### config.mk
export PLATFORM = sky130hd
export DESIGN_NAME = simd_buffer_arbiter
export DESIGN_NICKNAME = d
export VERILOG_FILES = /design/src/rtl/simd_arb_pkg.sv /design/src/rtl/buffer.sv /design/src/rtl/simd_buffer_arbiter.sv
export SDC_FILE = /design/constraint.sdc
export NUM_CORES = 1
export LEC_CHECK = 0
export CAP_MARGIN = 25
export CORE_ASPECT_RATIO = 0.8
export CORE_MARGIN = 2
export CORE_UTILIZATION = 33
export CTS_CLUSTER_DIAMETER = 200
export DETAILED_ROUTE_END_ITERATION = 10
export PLACE_DENSITY = 0.82
export SYNTH_ARGS = -nofsm -noshare
export SYNTH_HDL_FRONTEND = slang
export SYNTH_SLANG_ARGS = --single-unit
### constraint.sdc
create_clock -name clk -period 5.8 [get_ports clk]
set_clock_uncertainty 0.2 [all_clocks]
set_input_delay 1.16 -clock clk [delete_from_list [all_inputs] [get_ports clk]]
set_output_delay 1.16 -clock clk [all_outputs]
set_load 0.02 [all_outputs]
### src/rtl/simd_arb_pkg.sv
// Shared helpers for the round-robin buffer arbiter: index width and
// wrap-around pointer increment for any requester count.
package simd_arb_pkg;

    function automatic int unsigned id_width(input int unsigned n);
        return (n <= 2) ? 1 : $clog2(n);
    endfunction

    function automatic int unsigned rr_next(input int unsigned ptr, input int unsigned n);
        return (ptr >= n - 1) ? 0 : ptr + 1;
    endfunction

endpackage

### src/rtl/buffer.sv
// Single-entry staging buffer with valid/pop drain; the payload register
// is deliberately left unreset since it is only meaningful while full.
module buffer #(
    parameter int WIDTH = 8
) (
    input  logic             clk,
    input  logic             rst,
    input  logic             push,
    input  logic             pop,
    input  logic [WIDTH-1:0] in_data,
    output logic             ready,
    output logic             valid,
    output logic [WIDTH-1:0] out_data
);

    logic             full_q, full_d;
    logic [WIDTH-1:0] data_q, data_d;

    // Push only lands when empty, so push and pop never act together.
    always_comb begin
        full_d = full_q;
        data_d = data_q;
        if (!full_q) begin
            if (push) begin
                full_d = 1'b1;
                data_d = in_data;
            end
        end else if (pop) begin
            full_d = 1'b0;
        end
    end

    always_ff @(posedge clk) begin
        if (rst) begin
            full_q <= 1'b0;
        end else begin
            full_q <= full_d;
        end
    end

    always_ff @(posedge clk) begin
        data_q <= data_d;
    end

    assign ready    = ~full_q;
    assign valid    = full_q;
    assign out_data = data_q;

endmodule

### src/rtl/simd_buffer_arbiter.sv
// Round-robin arbiter feeding N_REQ requesters into one shared single-entry
// buffer; the captured entry carries the winning requester's index.
module simd_buffer_arbiter
    import simd_arb_pkg::*;
#(
    parameter  int N_REQ = 4,
    parameter  int WIDTH = 32,
    localparam int ID_W  = id_width(N_REQ)
) (
    input  logic                        clk,
    input  logic                        rst,
    input  logic [N_REQ-1:0]            req_valid,
    input  logic [N_REQ-1:0][WIDTH-1:0] req_data,
    output logic [N_REQ-1:0]            req_ready,
    input  logic [N_REQ-1:0]            cfg_mask,
    output logic                        out_valid,
    input  logic                        out_pop,
    output logic [WIDTH-1:0]            out_data,
    output logic [ID_W-1:0]             out_id
);

    logic [N_REQ-1:0]     elig;
    logic [2*N_REQ-1:0]   elig_rot2;
    logic [N_REQ-1:0]     elig_rot;
    logic                 grant_valid;
    logic [ID_W-1:0]      grant_off;
    logic [ID_W:0]        grant_sum;
    logic [ID_W-1:0]      grant_idx;
    logic [ID_W-1:0]      rr_ptr_q, rr_ptr_d;
    logic                 buf_ready;
    logic                 push;
    logic [WIDTH+ID_W-1:0] buf_in;
    logic [WIDTH+ID_W-1:0] buf_out;

    assign elig = req_valid & cfg_mask;

    // Rotate so rr_ptr sits at bit 0, take the lowest set bit, then add the
    // pointer back with an explicit wrap so non-power-of-two counts work.
    always_comb begin
        elig_rot2   = {elig, elig} >> rr_ptr_q;
        elig_rot    = elig_rot2[N_REQ-1:0];
        grant_valid = 1'b0;
        grant_off   = '0;
        for (int k = N_REQ - 1; k >= 0; k--) begin
            if (elig_rot[k]) begin
                grant_valid = 1'b1;
                grant_off   = ID_W'(k);
            end
        end
        grant_sum = {1'b0, rr_ptr_q} + {1'b0, grant_off};
        if (grant_sum >= (ID_W+1)'(N_REQ)) begin
            grant_sum = grant_sum - (ID_W+1)'(N_REQ);
        end
        grant_idx = grant_sum[ID_W-1:0];
    end

    always_comb begin
        req_ready = '0;
        if (buf_ready && grant_valid) begin
            req_ready = N_REQ'(1) << grant_idx;
        end
    end

    assign push   = |(req_valid & req_ready);
    assign buf_in = {grant_idx, req_data[grant_idx]};

    always_comb begin
        rr_ptr_d = rr_ptr_q;
        if (push) begin
            rr_ptr_d = ID_W'(rr_next(32'(grant_idx), N_REQ));
        end
    end

    always_ff @(posedge clk) begin
        if (rst) begin
            rr_ptr_q <= '0;
        end else begin
            rr_ptr_q <= rr_ptr_d;
        end
    end

    buffer #(
        .WIDTH (WIDTH + ID_W)
    ) u_buffer (
        .clk      (clk),
        .rst      (rst),
        .push     (push),
        .pop      (out_pop),
        .in_data  (buf_in),
        .ready    (buf_ready),
        .valid    (out_valid),
        .out_data (buf_out)
    );

    assign out_data = buf_out[WIDTH-1:0];
    assign out_id   = buf_out[WIDTH+ID_W-1:WIDTH];

endmodule

=== Word-level counts from Yosys, hierarchy flattened ===
Cells that the tools add are included.
W data, S select, Z words.

* Mux-type cells: 16
* Shift-type cells: 2
* Reductions and logical operators: 3
* $add $sub $neg: 3
* Bitwise gates (word level): 3
* $lt $le $gt $ge: 3

{| class="wikitable"
|+ Operators with widths
! kind !! count
|-
| $bmux W32 S2 || 1
|-
| $mux W32 || 1
|-
| $mux W2 || 6
|-
| $and A4 B4 Y4 || 2
|-
| $shr A8 B2 Y4 || 1
|-
| $mux W1 || 7
|-
| $mux W4 || 1
|-
| $reduce_or A4 Y1 || 1
|-
| $shl A1 B2 Y4 const A || 1
|-
| $add A2 B2 Y3 || 1
|-
| $ge A3 B3 Y1 const B || 1
|-
| $lt A2 B3 Y1 const B || 1
|-
| $add A2 B1 Y2 const B || 1
|-
| $ge A2 B2 Y1 const B || 1
|-
| $reduce_and A2 Y1 || 1
|-
| $sub A2 B1 Y2 const B || 1
|-
| $logic_and A1 B1 Y1 || 1
|-
| $not A1 Y1 || 1
|}

* Input port bits: 139
* Output and inout bits: 39
* Logic and storage cells: 33
* Flip-flop bits (word level): 37

=== Logic depth before layout (Yosys ltp) ===
Gate-level depths: netlist (run 1).

* Depth in word-level cells: 15
* Mapped depth: 15
* Mapped depth without buffers: 13

=== Modules after synthesis ===
A second synthesis (run 1) with hierarchy kept.

* Cells, all modules: 128
* Area total of the unflattened synthesis: 2,184.6 um^2

{| class="wikitable"
|+ Modules (own cells, without submodules)
! module !! seq. area each (um^2) !! times used !! cells each !! area each (um^2)
|-
| simd_buffer_arbiter || 40.0 || 1 || 89 || 1,117.3
|-
| buffer || 1,041.0 || 1 || 39 || 1,067.3
|}

=== Worst setup path before layout (run 1) ===
OpenSTA, ideal clock, no wires.

* Path kind: input port to output port
* Start point: in cfg_mask[2]
* End point: out req_ready[1]
* Arrival time: 3.233 ns
* Stages: 9
* Path slack: 1.207 ns
* Cells stage by stage: nand3b_1 -> and2_1 -> o21ai_0 -> o21ai_0 -> a32o_1 -> ha_1 -> clkbuf_1 -> clkbuf_1 -> and3_1

* Word-level cells in the longest chain between the ends: 11
* Elaborated cells on any way between the ends: 17
* Classes of those cells: 2 x add/sub; 1 x order compare; 2 x shift; 10 x mux; 1 x bitwise; 1 x reduce/logical

{| class="wikitable"
|+ RTL lines
! item !! RTL line !! source
|-
| start: declaration || simd_buffer_arbiter.sv:15 || <nowiki>input logic [N_REQ-1:0] cfg_mask,</nowiki>
|-
| $and A4 B4 Y4 * || simd_buffer_arbiter.sv:35 || <nowiki>assign elig = req_valid & cfg_mask;</nowiki>
|-
| $shr A8 B2 Y4 * || simd_buffer_arbiter.sv:40 || <nowiki>elig_rot2 = {elig, elig} >> rr_ptr_q;</nowiki>
|-
| $mux W2 (4 in a row) || simd_buffer_arbiter.sv:45 || <nowiki>if (elig_rot[k]) begin</nowiki>
|-
| $add A2 B2 Y3 || simd_buffer_arbiter.sv:50 || <nowiki>grant_sum = {1'b0, rr_ptr_q} + {1'b0, grant_off};</nowiki>
|-
| $ge A3 B3 Y1 or $sub A2 B1 Y2 (tied branches) || simd_buffer_arbiter.sv:51, simd_buffer_arbiter.sv:52 ||
|-
| $mux W2 || simd_buffer_arbiter.sv:51 || <nowiki>if (grant_sum >= (ID_W+1)'(N_REQ)) begin</nowiki>
|-
| $shl A1 B2 Y4 || simd_buffer_arbiter.sv:60 || <nowiki>req_ready = N_REQ'(1) << grant_idx;</nowiki>
|-
| $mux W4 * || simd_buffer_arbiter.sv:59 || <nowiki>if (buf_ready && grant_valid) begin</nowiki>
|-
| end: declaration || simd_buffer_arbiter.sv:14 || <nowiki>output logic [N_REQ-1:0] req_ready,</nowiki>
|}

Every way passes the cells marked *; elsewhere a longest branch is shown, timed or not.

=== Final worst setup path (run 1) ===
* Start point: in req_valid[2]
* End point: out req_ready[3]

* Word-level cells in the longest chain between the ends: 11
* Elaborated cells on any way between the ends: 17
* Classes of those cells: 2 x add/sub; 1 x order compare; 2 x shift; 10 x mux; 1 x bitwise; 1 x reduce/logical

{| class="wikitable"
|+ RTL lines
! item !! RTL line !! source
|-
| start: declaration || simd_buffer_arbiter.sv:12 || <nowiki>input logic [N_REQ-1:0] req_valid,</nowiki>
|-
| $and A4 B4 Y4 * || simd_buffer_arbiter.sv:35 ||
|-
| $shr A8 B2 Y4 * || simd_buffer_arbiter.sv:40 ||
|-
| $mux W2 (4 in a row) || simd_buffer_arbiter.sv:45 ||
|-
| $add A2 B2 Y3 || simd_buffer_arbiter.sv:50 ||
|-
| $ge A3 B3 Y1 or $sub A2 B1 Y2 (tied branches) || simd_buffer_arbiter.sv:51, simd_buffer_arbiter.sv:52 ||
|-
| $mux W2 || simd_buffer_arbiter.sv:51 ||
|-
| $shl A1 B2 Y4 || simd_buffer_arbiter.sv:60 ||
|-
| $mux W4 * || simd_buffer_arbiter.sv:59 ||
|}

Marked as above.

==> flow_summary.json, run 1 <==
{
  "yosys.area_share.adder_pct": 2.26,
  "core_area_mm2": 0.00638,
  "drcViolationCount": 0,
  "tightest_slew_ns": 0.465,
  "crit_end": "req_ready[3]",
  "final_nets": 446,
  "syn_area_mm2": 0.00216,
  "post-cts-setup-buffers": 0,
  "ys_warn_count": 0,
  "htreeDepth": 2,
  "gp_congestion": 0.907,
  "syn_inst": 122,
  "vias": 1940,
  "dp_hpwl_mm": 5.65,
  "cts_resized": 0,
  "hold_viol": 0,
  "rsz0062_at_grt": "no",
  "rows": 26,
  "cts-root-buf": "clkbuf_8",
  "drt_first_iter_violations": 103,
  "grt_max_degree": 34,
  "crit_arrival_ns": 3.85,
  "start_util_pct": 33.9,
  "placed_area_mm2": 0.00405,
  "crit_start": "req_valid[2]",
  "cp_slowest_stage_delay_ns": 0.53,
  "finalWorstSetupSlack_ns": 0.586,
  "drt_first_pass_iters": 4,
  "synth_edf_count": 34,
  "postCtsHoldBufs": 0,
  "postSynthNetCount": 264,
  "layout_min_cycle_time_ns": 5.21,
  "setup_violations": 0,
  "synthXorXnorAreaFrac_pct": 1.27,
  "vdd.ir_drop.worst_mv": 0.300,
  "routed_wl_mm": 6.65,
  "slew_headroom_pct": 69.0,
  "grt_pass1_vias": 2125,
  "fin_area_mm2": 0.00417,
  "synth_top_family_by_area": "multiplexers",
  "hold_start": "u_buffer.valid$_SDFF_PP0_",
  "critPathRequiredTime_ns": 4.44,
  "endpoint_kind": "primary output",
  "cts_sinks": 37,
  "cap_viol_max_count": 0,
  "areaGrowthSynthToFinish_pct": 92.8,
  "antenna_found_initial": 0,
  "grt_pass1_wl_mm": 10.2,
  "post-route-period-util_pct": 89.9,
  "cts_buffers": 5,
  "drt-wirelength-per-cell_um": 17.1,
  "synthSimpleGateAreaFrac_pct": 5.38,
  "detail-route-antenna-nets": 0,
  "start_kind": "input pin",
  "worstSkewPairLatency_ns": 0.28,
  "ys_ff_latch": 37,
  "clk_path_buf_depth": 2,
  "worstPathMaxFanout": 5,
  "io_buffers": 177,
  "reg2reg_slack_ns": 2.19,
  "power_density_mw_per_mm2": 545,
  "antenna_cells": 0,
  "post-place-ws_ns": 0.610,
  "status": "finished clean",
  "ys_async_sr_fraction_pct": 0,
  "yosysTopAreaCellShare_pct": 47.2,
  "final_util_pct": 65.4,
  "drive_gt1_share_pct": 16.1,
  "critical_path_class": "input pin to primary output",
  "fp.dieW_um": 94.5,
  "synth_compound_area_share_pct": 3.93,
  "cts_tree": "done",
  "slowest_stage": "clkdlybuf4s50_1",
  "post-synth-top-area-cell": "edfxtp_1",
  "timing.rr.start": "rr_ptr_q[0]$_SDFFE_PP0P_",
  "track_usage_pct": 18.7,
  "overflow": 0,
  "slew_viol_final": 0,
  "postSynthAreaPerCell_um2": 17.7,
  "ys_types": 30,
  "r2r-end": "u_buffer.out_data[24]$_DFFE_PP_",
  "muxShareOfSynthArea_pct": 34.8,
  "synthFlopType": "edfxtp_1",
  "ys_seq_area_share_pct": 50.0,
  "dieArea_mm2": 0.00722,
  "r2r_cells": 14,
  "hp-class": "register to register",
  "path_cells": "clkdlybuf4s50_1, nand3b_1, and2_1, o21ai_0, o21ai_0, a32o_1, ha_2, xnor2_4, inv_1, ha_1, and2_1, clkdlybuf4s50_1",
  "total_power_mw": 2.27,
  "die_y_um": 76.4,
  "synthTopCellsByArea": "edfxtp_1 47%, mux4_2 33%, dfxtp_1 2.8%",
  "setup-tns-final_ns": 0,
  "power_leakage_nw": 1.49,
  "pin_count": 178,
  "vias_per_cell": 4.99,
  "clkTransAtPathRegs_ns": 0.07,
  "max_freq_mhz": 192
}
[placed cells by master (no fill, tap or decap), drive strengths merged, types with 3 or more instances in the layout]
cell and n:
and3 3, buf 6, clkbuf 6, clkdlybuf4s50 177
dfxtp 3, edfxtp 34, ha 3, inv 4
mux4 32, nand2 3, nand2b 3, nand3 4
nor2b 3, o21ai 4
[layer usage]
layer / vias up / global-route usage [%] / wire (µm)
met4: 0 / 7.39 / 142
met3: 14 / 6.33 / 560
met1: 928 / 20.6 / 2350
li1: 888 / - / -
met5: - / 0 / 0
met2: 110 / 33.1 / 3600
[logic make-up (layout without fill, tap and decap cells)]
logic type | after synthesis | after routing
flops | 37 | 37
fa+ha+maj | 4 | 4
mux | 35 | 35
xor+xnor | 1 | 1
buf+inv | 12 | 195
simple gates | 21 | 21
compound gates | 12 | 12
[per-stage QoR]
| step | instances | hold WS [ns] |
|---|---|---|
| floorplan | 122 | 0.280 |
| global placement | 381 | 0.297 |
| detailed placement | 381 | 0.303 |
| CTS | 389 | 0.313 |
| global route | 389 | 0.359 |
| finish | 389 | 0.312 |
[layout make-up]
type,count,area (µm²)
clock buffer,6,82.6
clock inverter,2,37.5
fill,508,2210
inverter,4,15.0
multi-input combinational,73,1030
sequential,37,1080
tap,84,105
timing repair buffer,183,1820
[worst max-delay path: cells and delay by family]
kind / cells / cell delay, ns
buf+inv: 3 / 1.12
compound gates: 3 / 0.41
xor+xnor: 1 / 0.20
fa+ha+maj: 2 / 0.45
simple gates: 3 / 0.50
[cells in the mapped netlist, drive strengths merged, types with 2 or more instances]
library cell	number
o21ai	4
ha	3
and2	2
mux2i	2
mux4	32
nor2b	3
nand2	3
and3	3
edfxtp	34
buf	4
inv	4
clkbuf	4
dfxtp	3
nand3	4
nand2b	3
[how the worst min path moves through the flow]
stage | endpoint | slack, ns | cells past startpoint
floorplan | rr_ptr_q[1]$_SDFFE_PP0P_ | 0.28 | 2
global placement | u_buffer.valid$_SDFF_PP0_ | 0.30 | 2
detailed placement | u_buffer.valid$_SDFF_PP0_ | 0.30 | 2
CTS | u_buffer.valid$_SDFF_PP0_ | 0.31 | 2
global route | u_buffer.valid$_SDFF_PP0_ | 0.36 | 2
finish | u_buffer.valid$_SDFF_PP0_ | 0.31 | 2
[registers in the layout, indices dropped and copies added (netlist names)]
name,count
u_buffer.out_data,34
u_buffer.valid,1
rr_ptr_q,2
[report_power, final]
| group | switching (mW) | internal (mW) |
|---|---|---|
| logic | 0.672 | 0.773 |
| registers | 0.0515 | 0.547 |
| clock network | 0.0879 | 0.140 |
Note: power is estimated with default switching activity, not from simulation.
==> run 2: changes to the inputs <==
- ABC_CLOCK_PERIOD_IN_PS: default -> 5800
- RECOVER_POWER: default -> 100
- SLEW_MARGIN: default -> 20
==> run 2 against run 1 <==
- global-route usage stayed put
- cell count did not move
- critical path depth unchanged
- critical endpoint unchanged
- largest cell class unchanged
==> flow_summary.json, run 2 (synthesis gave the netlist of run 1 again) <==
{
  "fin_area_mm2": 0.00416,
  "slew_headroom_pct": 37.6,
  "grt_pass1_wl_mm": 10.2,
  "use_met2_pct": 33.1,
  "use_met1_pct": 20.6,
  "crit_buf_inv": 3,
  "hp-class": "register to register",
  "rsz0062_at_grt": "no",
  "final_util_pct": 65.2,
  "routed_wl_mm": 6.67,
  "hold_viol": 0,
  "clk_path_buf_depth": 2,
  "placed_area_mm2": 0.00405,
  "critPathRequiredTime_ns": 4.44,
  "path_cells": "dlygate4sd3_1, nand3_1, o21ai_0, o21ai_0, o21ai_0, a32o_1, ha_1, xnor2_4, inv_1, ha_1, and2_1, clkdlybuf4s50_1",
  "ff_latch_area_mm2": 0.00108,
  "path_delay_family": "buffers and inverters",
  "antenna_cells": 0,
  "power_density_mw_per_mm2": 530,
  "start_util_pct": 33.9,
  "cts_resized": 0,
  "detail-route-antenna-nets": 0,
  "gp_congestion": 0.907,
  "drt_first_pass_iters": 6,
  "fp.dieW_um": 94.5,
  "antenna_found_initial": 0,
  "power_leakage_nw": 1.50,
  "drt_first_iter_violations": 96,
  "most-common-layout-cells": "139 x clkdlybuf4s50_1, 38 x dlygate4sd3_1, 34 x edfxtp_1",
  "cts_tree": "done",
  "dieArea_mm2": 0.00722,
  "core_area_mm2": 0.00638,
  "setup-tns-final_ns": 0,
  "vdd.ir_drop.worst_mv": 0.297,
  "pin_count": 178,
  "tightest_slew_ns": 0.936,
  "critPathMostFrequentCell": "o21ai_0",
  "postCtsHoldBufs": 0,
  "slowest_stage": "dlygate4sd3_1",
  "die_y_um": 76.4,
  "drive_gt1_share_pct": 15.1,
  "areaGrowthSynthToFinish_pct": 92.3,
  "multiInputGateArea_mm2": 0.00103,
  "vias_per_cell": 5.01,
  "post-cts-setup-buffers": 0,
  "cp_slowest_stage_delay_ns": 0.58,
  "status": "finished clean",
  "crit_arrival_ns": 4.00,
  "max_freq_mhz": 187,
  "setup_violations": 0,
  "io_buffers": 177,
  "largest_register_ffs": 34,
  "vias": 1948,
  "start_kind": "input pin",
  "cts_sinks": 37,
  "mostFrequentLayoutCell": "clkdlybuf4s50_1",
  "grtUsageMet3_pct": 6.33,
  "rows": 26,
  "worstPathMaxFanout": 5,
  "post-route-period-util_pct": 92.4,
  "grt_pass1_vias": 2125,
  "busiest_layer": "met2",
  "final_nets": 446,
  "critical_path_class": "input pin to primary output",
  "cap_viol_max_count": 0,
  "grt_max_degree": 34,
  "overflow": 0,
  "drcViolationCount": 0,
  "slew_viol_final": 0,
  "htreeDepth": 2,
  "endpoint_kind": "primary output",
  "cts_buffers": 5,
  "fillCellCount": 508,
  "track_usage_pct": 18.7,
  "layout_min_cycle_time_ns": 5.36,
  "drt-wirelength-per-cell_um": 17.2,
  "dp_hpwl_mm": 5.65,
  "cts-root-buf": "clkbuf_8",
  "clkTransAtPathRegs_ns": 0.07,
  "worstSkewPairLatency_ns": 0.28
}
run 2: cell types whose count changed in the layout (fill, tap and decap cells not counted):
cell	change
clkdlybuf4s50_1	-38
dlygate4sd3_1	+38
buf_4	-2
clkbuf_1	+2
ha_1	+1
ha_2	-1
run 2: stage by stage:
step	total power, mW	cells	hold WS (ns)	setup WS [ns]
2_1_floorplan	1.51	122	0.280	1.21
3_5_place_dp	2.08	381	0.303	0.610
3_3_place_gp	2.05	381	0.297	0.718
6_report	2.21	389	0.305	0.442
4_1_cts	2.31	389	0.313	0.607
5_1_grt	2.35	389	0.361	0.264
run 2: path summary, 6_finish.rpt:
| check | start | endpoint | slack, ns | cells after the start |
|---|---|---|---|---|
| max reg2reg | rr_ptr_q[0]$_SDFFE_PP0P_ | u_buffer.out_data[24]$_DFFE_PP_ | 1.80 | 14 |
| min reg2reg | u_buffer.valid$_SDFF_PP0_ | u_buffer.valid$_SDFF_PP0_ | 0.31 | 2 |
| min | u_buffer.valid$_SDFF_PP0_ | u_buffer.valid$_SDFF_PP0_ | 0.31 | 2 |
| max | req_valid[0] | req_ready[3] | 0.44 | 12 |
run 2: metal layers:
metal	vias up	wire, µm
li1	888	-
met1	930	2340
met2	116	3610
met3	14	577
met4	0	142
met5	-	0
run 2: report_power, final:
part,internal [mW],switching [mW]
Clock,0.140,0.0874
Sequential,0.551,0.0459
Combinational,0.710,0.672
Total,1.40,0.805
run 2: cell type report:
type / count / share of cell area [%]
inverters: 4 / 0.361
multi-input cells: 73 / 24.8
clock buffers: 6 / 1.98
well taps: 84 / 2.53
clock inverters: 2 / 0.902
flip-flops and latches: 37 / 26.0
repair buffers: 183 / 43.5
run 2: worst min-delay path: cells and delay by family, from the launching register on:
family / cells / cell delay [ns]
AOI/OAI and AO/OA: 1 / 0.06
DFF: 1 / 0.33
and+or+nand+nor: 1 / 0.07
